## src/rtl/ififo_ctrl.sv

```systemverilog
// rtl/ififo_ctrl.sv - input FIFO fill/drain controller between SRAM and PE array
//
// Purpose: on start, reads len words from SRAM beginning at base_addr, writes
// each into the input FIFO one cycle later, and pops words toward the PE array
// whenever the FIFO holds data and the array is ready. The SRAM is only read
// while FIFO occupancy plus any pending read stays below 15 entries.
//
// Parameters: bw (bits per lane), row (lanes per word), aw (SRAM address
// width), cw (transfer length width).
//
// Ports:
//   clk         in   clock, rising edge
//   reset       in   synchronous active-low reset
//   start       in   begin transfer (honoured only when idle)
//   base_addr   in   first SRAM address, sampled with start
//   len         in   word count, sampled with start
//   sram_cen    out  active-low SRAM read enable
//   sram_addr   out  SRAM read address
//   sram_rdata  in   SRAM read data, one cycle after sram_cen low
//   fifo_in     out  FIFO write data
//   fifo_wr     out  FIFO write strobe
//   fifo_full   in   FIFO full flag (checked, never used for control)
//   fifo_ready  in   FIFO non-empty flag
//   fifo_rd     out  FIFO pop strobe toward PE array
//   dn_ready    in   PE array accepts a word this cycle
//   busy        out  transfer in progress
//   done        out  one-cycle completion pulse
//   stall_cnt   out  starved-cycle counter (only with IFIFO_CTRL_PERF_EN)
//
// Build option: define IFIFO_CTRL_PERF_EN to add the stall_cnt port/counter.

module ififo_ctrl #(
   parameter int bw  = 4,
   parameter int row = 8,
   parameter int aw  = 11,
   parameter int cw  = 11
) (
   input  logic                clk,
   input  logic                reset,
   input  logic                start,
   input  logic [aw-1:0]       base_addr,
   input  logic [cw-1:0]       len,
   output logic                sram_cen,
   output logic [aw-1:0]       sram_addr,
   input  logic [bw*row-1:0]   sram_rdata,
   output logic [bw*row-1:0]   fifo_in,
   output logic                fifo_wr,
   input  logic                fifo_full,
   input  logic                fifo_ready,
   output logic                fifo_rd,
   input  logic                dn_ready,
   output logic                busy,
   output logic                done
`ifdef IFIFO_CTRL_PERF_EN
   ,
   output logic [15:0]         stall_cnt
`endif
);

   localparam logic [4:0] OCC_MAX = 5'd15;

   typedef enum logic [1:0] {
      S_IDLE,
      S_FETCH,
      S_DRAIN,
      S_DONE
   } state_t;

   state_t        state_q, state_d;
   logic [aw-1:0] base_q, base_d;
   logic [cw-1:0] len_q, len_d;
   logic [cw-1:0] issued_q, issued_d;
   logic [cw-1:0] written_q, written_d;
   logic [cw-1:0] drained_q, drained_d;
   logic [4:0]    occ_q, occ_d;
   logic          inflight_q, inflight_d;
   logic          rd_issue;
   logic          active;

`ifdef IFIFO_CTRL_PERF_EN
   logic [15:0]   stall_q, stall_d;
`endif

   always_comb begin
      state_d    = state_q;
      base_d     = base_q;
      len_d      = len_q;
      issued_d   = issued_q;
      written_d  = written_q;
      drained_d  = drained_q;
      occ_d      = occ_q;
      inflight_d = 1'b0;

      active   = (state_q == S_FETCH) || (state_q == S_DRAIN);
      // The pending read is counted as occupied so a word already on its way
      // from SRAM always has a FIFO slot waiting for it.
      rd_issue = (state_q == S_FETCH) && (issued_q < len_q) &&
                 ((occ_q + {4'b0, inflight_q}) < OCC_MAX);

      sram_cen  = ~rd_issue;
      sram_addr = (state_q == S_FETCH) ? (base_q + aw'(issued_q)) : '0;
      fifo_in   = sram_rdata;
      // SRAM data lands exactly one cycle after the read, so the pending-read
      // flag doubles as the write strobe.
      fifo_wr   = inflight_q;
      fifo_rd   = active && fifo_ready && dn_ready && (drained_q < len_q);
      busy      = (state_q != S_IDLE);
      done      = (state_q == S_DONE);

      if (rd_issue) begin
         issued_d   = issued_q + cw'(1);
         inflight_d = 1'b1;
      end
      if (fifo_wr) begin
         written_d = written_q + cw'(1);
      end
      if (fifo_rd) begin
         drained_d = drained_q + cw'(1);
      end
      case ({fifo_wr, fifo_rd})
         2'b10:   occ_d = occ_q + 5'd1;
         2'b01:   occ_d = occ_q - 5'd1;
         default: occ_d = occ_q;
      endcase

      case (state_q)
         S_IDLE: begin
            if (start) begin
               base_d    = base_addr;
               len_d     = len;
               issued_d  = '0;
               written_d = '0;
               drained_d = '0;
               state_d   = (len == '0) ? S_DONE : S_FETCH;
            end
         end
         S_FETCH: begin
            // written trails issued by the pending read, so written == len
            // means every read is issued and none is still in flight.
            if (written_q == len_q) begin
               state_d = S_DRAIN;
            end
         end
         S_DRAIN: begin
            // Uses the next-state count so a final pop this cycle finishes.
            if (drained_d == len_q) begin
               state_d = S_DONE;
            end
         end
         S_DONE: begin
            state_d = S_IDLE;
         end
         default: begin
            state_d = S_IDLE;
         end
      endcase
   end

`ifdef IFIFO_CTRL_PERF_EN
   // A cycle is starved when the array wants data, the FIFO is empty and
   // words are still owed; once all words are delivered it is not a stall.
   always_comb begin
      stall_d = stall_q;
      if ((state_q == S_IDLE) && start) begin
         stall_d = '0;
      end else if (active && dn_ready && !fifo_ready && (drained_q < len_q) &&
                   (stall_q != 16'hFFFF)) begin
         stall_d = stall_q + 16'd1;
      end
   end

   assign stall_cnt = stall_q;

   always_ff @(posedge clk) begin
      if (!reset) begin
         stall_q <= '0;
      end else begin
         stall_q <= stall_d;
      end
   end
`endif

   always_ff @(posedge clk) begin
      if (!reset) begin
         state_q    <= S_IDLE;
         base_q     <= '0;
         len_q      <= '0;
         issued_q   <= '0;
         written_q  <= '0;
         drained_q  <= '0;
         occ_q      <= '0;
         inflight_q <= 1'b0;
      end else begin
         state_q    <= state_d;
         base_q     <= base_d;
         len_q      <= len_d;
         issued_q   <= issued_d;
         written_q  <= written_d;
         drained_q  <= drained_d;
         occ_q      <= occ_d;
         inflight_q <= inflight_d;
      end
   end

   // Occupancy gating must keep writes away from a full FIFO.
   always_ff @(posedge clk) begin
      if (reset) begin
         no_write_when_full: assert (!(fifo_wr && fifo_full));
      end
   end

endmodule

```

## config.mk

```make
export PLATFORM = sky130hd
export DESIGN_NAME = ififo_ctrl
export DESIGN_NICKNAME = d
export VERILOG_FILES = /design/src/rtl/ififo_ctrl.sv
export SDC_FILE = /design/constraint.sdc
export NUM_CORES = 1
export LEC_CHECK = 0
export BUFFER_PORTS_ARGS = -buffer_cell sky130_fd_sc_hd__buf_2
export CELL_PAD_IN_SITES_DETAIL_PLACEMENT = 1
export CELL_PAD_IN_SITES_GLOBAL_PLACEMENT = 1
export CORE_ASPECT_RATIO = 0.7
export CORE_MARGIN = 8
export CORE_UTILIZATION = 31
export DETAILED_ROUTE_END_ITERATION = 16
export PLACE_DENSITY_LB_ADDON = 0.08
export SLEW_MARGIN = 20
export SYNTH_ARGS = -nofsm -noshare
export SYNTH_HDL_FRONTEND = slang
export SYNTH_SLANG_ARGS = --single-unit
```

## constraint.sdc

```tcl
create_clock -name clk -period 4.18 [get_ports clk]
set_input_delay 0.209 -clock clk [delete_from_list [all_inputs] [get_ports clk]]
set_output_delay 0.209 -clock clk [all_outputs]
set_load 0.03 [all_outputs]
```

==> reports/metrics.yaml, run 1 <==
timing:
  rsz0062_at_grt: "false"
  setup_viol: 0
  max_freq_mhz: 268
  setup_tns_ns: 0
  fin_crit_ns: 3.73
  worst_pin_slew_ns: 0.615
  report.final.slew_viol_count: 0
  setup_slack_ns: 0.454
  fin_crit_sh: 0.891
  finalHoldViolations: 0
  slew_headroom: 0.589
  whs_ns: 0.110
  clock_skew_ns: 0.00734
cts:
  post_cts_buffers: 0
  cts_buffers: 9
  cts-resized-gates: 0
  clk_latency_ns: 0.34
  clockRootBuffer: "clkbuf_16"
  tritoncts: "yes"
  cts_buffer_depth: 2
  clock_sinks: 63
  ctsHoldBuffers: 0
  cts.clk_slew.worst_paths_ns: 0.06
  htree_levels: 3
finish:
  fillers: 1817
  antennaDiodeCount: 0
  drive_above_1_share: 0.150
  syn_to_final_growth_pct: 13.0
  nets: 727
die:
  dieArea_um2: 19600
  core.rowCount: 38
  die_w_um: 164
  ios: 108
  die_h_um: 120
  core_area_um2: 15300
  start_util: 0.312
status:
  status: "complete, no violations"
worst_setup_path:
  cp.required_ns: 4.45
  path_buf_inv: 3
  crit_path_end_kind: "flop"
  crit_start: "drained_q[9]$_SDFF_PN0_"
  path_max_fanout: 8
  arrival_ns: 3.99
  cpMaxStageDelayCell: "dfxtp_1"
  max_stage_delay_ns: 0.49
  path_depth: 16
  cp_cell_sequence: "ha_1 > and4_1 > a21oi_1 > nand2_1 > a21o_1 > or2_4 > inv_2 > ha_1 > inv_1 > fa_1 > inv_1 > a21o_1 > a21oi_1 > xnor2_1 > or3_1 > a21oi_1"
  crit_path_frequent_cell: "a21oi_1"
  reg2reg_from: "drained_q[9]$_SDFF_PN0_"
  r2r-end: "occ_q[4]$_SDFFE_PN0P_"
  setup.worst_path.end: "occ_q[4]$_SDFFE_PN0P_"
  ff2ff_path_depth: 16
  critPathTopFamily: "simple AND/OR/NAND/NOR gates"
  startpoint_type: "flop"
  r2r_slack_ns: 0.45
  crit_type: "reg2reg"
synth:
  syn-num-nets: 707
  yosysWarningCount: 0
  postSynthAreaPerCell_um2: 7.92
  yosys.area.top_type: "dfxtp_1"
  synthFlopType: "dfxtp_1"
  synthCells: 601
  yosysSeqAreaShare: 0.265
  ys_ff_latch: 63
  synth_cell_type_count: 57
  yosysTopAreaCellShare: 0.265
  async_flop_share: 0
  synthTopCellsByArea: "dfxtp_1 (27%), ha_1 (12%), nand2_1 (7.3%)"
  syn_area_um2: 4760
  synth_edf_count: 0
routing:
  drt_iter0_markers: 211
  vias: 4191
  via_per_inst: 5.07
  dr.pass1.iters: 4
  drt.antenna.violating_nets: 0
  drcViolationCount: 0
  drt-wirelength-per-cell_um: 18.6
  routed_wl_mm: 15.3
global_route:
  grt.overflow.total: 0
  grt_use_total: 0.162
  grt_pass1_wl_mm: 24.8
  antenna_found_initial: 0
  grt_pass1_vias: 4356
  grt_start_max_net_pins: 34
placed_design:
  dp_hpwl_mm: 12.0
  gp_congestion: 0.845
  place.port_buffers: 42
  dp_slack_ns: 0.473
power:
  powerDensity_nw_per_um2: 463
  p_leak_uw: 0.00222
  irDropWorstVdd_v: 0.000230
  finalPower_uw: 2490
min_path:
  hold_path_class: "in2reg"
run:
  cap_violations: 0
-- cells in the mapped netlist, types with 14 or more instances --
| cell | count |
|---|---|
| inv_1 | 25 |
| buf_4 | 32 |
| and2_1 | 15 |
| nor2_1 | 43 |
| xor2_1 | 15 |
| dfxtp_1 | 63 |
| xnor2_1 | 32 |
| a21oi_1 | 52 |
| nand3_1 | 16 |
| ha_1 | 44 |
| nand2_1 | 92 |
| clkbuf_1 | 14 |
-- tightest hold or removal path: stages --
cell and delay (ns):
buf_2 0.10, nand2_1 0.04, a21oi_1 0.05
-- power breakdown --
| part | internal [uW] | switching, uW | total [uW] |
|---|---|---|---|
| Sequential | 658 | 61.3 | 719 |
| Combinational | 327 | 596 | 923 |
| Clock | 542 | 307 | 849 |
| Total | 1530 | 964 | 2490 |
-- layer usage --
layer | vias up | global-route usage | routed length (um)
met3 | 21 | 0.0346 | 741
met5 | - | 0 | 0
li1 | 2095 | - | -
met4 | 0 | 0.0357 | 153
met1 | 2010 | 0.244 | 8250
met2 | 65 | 0.229 | 6200
-- layout by cell type (no fill, tap or decap), types with 2 or more instances in the layout --
cell / instances
and3_1: 8
buf_4: 22
clkbuf_16: 9
a211oi_1: 5
o31ai_1: 2
o22ai_1: 2
and2_1: 15
fa_1: 2
nand2b_1: 9
nand4_1: 13
a2111o_1: 3
inv_2: 3
a311oi_1: 2
a21oi_1: 52
a2111oi_4: 2
nand3_1: 16
nor3_1: 9
a31oi_1: 3
nor4_1: 4
o21ai_1: 9
xnor2_1: 32
xor2_1: 15
a21o_1: 12
mux2i_1: 12
dfxtp_1: 63
o21bai_1: 4
nor2_1: 43
and4_1: 3
a211o_1: 4
nor2b_1: 5
clkinv_4: 3
inv_1: 25
ha_1: 44
bufinv_16: 2
o21ai_0: 4
or3_1: 10
buf_2: 42
nand2_1: 91
-- logic make-up (layout without fill, tap and decap cells) --
family / count (synthesis) / in the layout / share of synthesized area
flops: 63 / 63 / 0.265
fa+ha+maj: 46 / 46 / 0.124
simple gates: 232 / 232 / 0.231
xor+xnor: 48 / 48 / 0.0912
mux: 13 / 13 / 0.0276
compound gates: 116 / 116 / 0.167
buf+inv: 83 / 108 / 0.0936
-- worst min-delay path by stage --
stage	startpoint	endpoint	slack, ns	depth (start not counted)
3_3_place_gp	sram_rdata[11]	fifo_in[11]	0.42	0
6_report	base_addr[3]	base_q[3]$_SDFFE_PN0P_	0.11	3
4_1_cts	base_addr[1]	base_q[1]$_SDFFE_PN0P_	0.1	3
3_5_place_dp	sram_rdata[11]	fifo_in[11]	0.42	0
5_1_grt	base_addr[3]	base_q[3]$_SDFFE_PN0P_	0.10	3
2_1_floorplan	reset	fifo_wr$_SDFF_PN0_	0.33	1
-- flip-flops by register name (all words and copies together), names as in the netlist --
register	count
base_q	11
drained_q	11
fifo_wr	1
issued_q	11
len_q	11
occ_q	5
state_q	2
written_q	11
-- stage by stage --
stage               instance area, um^2  std cells   util
floorplan                          4760        601      -
global placement                   5040        810  0.330
detailed placement                 5040        810  0.330
CTS                                5380        826  0.352
global route                       5380        826  0.352
finish                             5380        826  0.352
-- final cells by class --
| class | instances | area [um^2] | area share |
|---|---|---|---|
| Multi-Input combinational cell | 455 | 3050 | 0.568 |
| Sequential cell | 63 | 1260 | 0.234 |
| Timing Repair Buffer | 64 | 375 | 0.0698 |
| Tap cell | 200 | 250 | 0.0465 |
| Clock buffer | 10 | 239 | 0.0444 |
| Inverter | 28 | 105 | 0.0195 |
| Clock inverter | 6 | 93.8 | 0.0174 |
Note: power is estimated with default switching activity, not from simulation.
==> run 2, diff against run 1 <==
--- a/config.mk
+++ b/config.mk
@@ -11,8 +11,10 @@
 export CORE_ASPECT_RATIO = 0.7
 export CORE_MARGIN = 8
 export CORE_UTILIZATION = 31
+export CTS_BUF_LIST = sky130_fd_sc_hd__clkbuf_2
 export DETAILED_ROUTE_END_ITERATION = 16
 export PLACE_DENSITY_LB_ADDON = 0.08
+export SKIP_CTS_REPAIR_TIMING = 1
 export SLEW_MARGIN = 20
 export SYNTH_ARGS = -nofsm -noshare
 export SYNTH_HDL_FRONTEND = slang
==> run 2 against run 1 <==
First-iteration DRC count increased by 27%; register-to-register slack got worse by 0.04 ns; via count increased by 3.6%; global-route usage down 0.16 points; largest power group unchanged; sequential share of layout area decreased by 0.13 points; hold slack lost 0.040 ns; highest routed layer unchanged.
==> reports/metrics.yaml, run 2 (synthesis gave the netlist of run 1 again) <==
timing:
  slew_headroom: 0.583
  fin_crit_sh: 0.902
  clock_skew_ns: 0.0209
  setup_slack_ns: 0.411
  worst_pin_slew_ns: 0.623
  report.final.slew_viol_count: 0
  fin_crit_ns: 3.77
  rsz0062_at_grt: "false"
  max_freq_mhz: 265
  setup_tns_ns: 0
  finalHoldViolations: 0
  setup_viol: 0
  whs_ns: 0.0704
worst_setup_path:
  crit_path_frequent_cell: "a21oi_1"
  path_buf_inv: 3
  crit_path_end_kind: "flop"
  r2r_slack_ns: 0.41
  cp_cell_sequence: "ha_1 > and4_1 > a21oi_1 > nand2_1 > a21o_1 > or2_4 > inv_2 > ha_1 > inv_1 > fa_1 > inv_1 > a21o_1 > a21oi_1 > xnor2_1 > or3_1 > a21oi_1"
  path_max_fanout: 8
  arrival_ns: 4.24
  startpoint_type: "flop"
  cpMaxStageDelayCell: "dfxtp_1"
  critPathTopFamily: "simple AND/OR/NAND/NOR gates"
  cp.required_ns: 4.65
  max_stage_delay_ns: 0.54
  crit_type: "reg2reg"
routing:
  drt_iter0_markers: 268
  dr.pass1.iters: 4
  drt.antenna.violating_nets: 0
  drt-wirelength-per-cell_um: 18.4
  drcViolationCount: 0
  routed_wl_mm: 15.6
  vias: 4342
  via_per_inst: 5.12
die:
  die_w_um: 164
  start_util: 0.312
  die_h_um: 120
  ios: 108
  core_area_um2: 15300
  core.rowCount: 38
  dieArea_um2: 19600
cts:
  clk_latency_ns: 0.53
  cts_buffers: 9
  tritoncts: "yes"
  clockRootBuffer: "clkbuf_2"
  cts.clk_slew.worst_paths_ns: 0.21
  cts_buffer_depth: 2
  clock_sinks: 63
  htree_levels: 3
placed_design:
  place.port_buffers: 42
  dp_slack_ns: 0.473
  place_inst: 810
  gp_congestion: 0.845
  dp_hpwl_mm: 12.0
power:
  p_leak_uw: 0.00223
  irDropWorstVdd_v: 0.000172
  powerDensity_nw_per_um2: 394
global_route:
  antenna_found_initial: 0
  grt_pass1_wl_mm: 24.7
  grt_start_max_net_pins: 34
  grt_use_total: 0.161
  grt_pass1_vias: 4372
  grt.overflow.total: 0
finish:
  antennaDiodeCount: 0
  nets: 749
  final_common_cell: "nand2_1"
  final_cells: 848
  fillers: 1830
  final_cell_mix: "nand2_1 (91), dfxtp_1 (63), a21oi_1 (52), ha_1 (44), nor2_1 (43)"
  final_core_util: 0.354
  drive_above_1_share: 0.144
  syn_to_final_growth_pct: 13.7
run:
  cap_violations: 0
min_path:
  hold_path_class: "in2reg"
status:
  status: "complete, no violations"
## run 2: cell count changes in the layout (fill, tap and decap cells not counted)
| cell | delta |
|---|---|
| clkbuf_16 | -9 |
| clkbuf_8 | -1 |
| dlygate4sd3_1 | +22 |
| clkinv_1 | +1 |
| clkbuf_2 | +9 |
## run 2: worst register-to-register path: cells and delay by family, from the launching register on
kind	cells	cell delay [ns]
adder cells (fa/ha/maj)	3	0.97
buffers and inverters	3	0.28
AND/OR/NAND/NOR	4	0.97
flip-flops	1	0.54
AO/OA/AOI/OAI	5	0.82
XOR/XNOR	1	0.13
## run 2: through the flow
stage	area, um^2	power, uW
6_report	5410	2130
3_3_place_gp	5040	1630
2_1_floorplan	4760	1390
5_1_grt	5410	2270
3_5_place_dp	5040	1650
4_1_cts	5190	2130
## run 2: power by group
group | total (uW) | internal (uW) | switching (uW) | leakage (uW)
Clock | 464 | 199 | 265 | 0.0000797
Sequential | 719 | 658 | 61.6 | 0.000511
Combinational | 945 | 341 | 604 | 0.00164
Total | 2130 | 1200 | 931 | 0.00223
## run 2: layout make-up
class	count	area (um^2)	share of cell area
clock buffer	9	45.0	0.00833
clock inverter	7	97.6	0.0180
inverter	28	105	0.0194
multi-input combinational	455	3050	0.565
sequential	63	1260	0.233
tap	200	250	0.0463
timing repair buffer	86	596	0.110
## run 2: layer usage
layer,vias up,global-route usage,share of wire
met5,-,0,0
met4,0,0.0323,0.010
met3,24,0.0335,0.047
met2,88,0.228,0.41
met1,2087,0.242,0.53
li1,2143,-,-
## run 2: path summary, 6_finish.rpt
path / start / end / cells after the start
setup / recovery: drained_q[9]$_SDFF_PN0_ / occ_q[4]$_SDFFE_PN0P_ / 16
hold / removal: len[9] / state_q[1]$_SDFFE_PN0P_ / 4
setup reg to reg: drained_q[9]$_SDFF_PN0_ / occ_q[4]$_SDFFE_PN0P_ / 16
hold reg to reg: base_q[4]$_SDFFE_PN0P_ / base_q[4]$_SDFFE_PN0P_ / 2
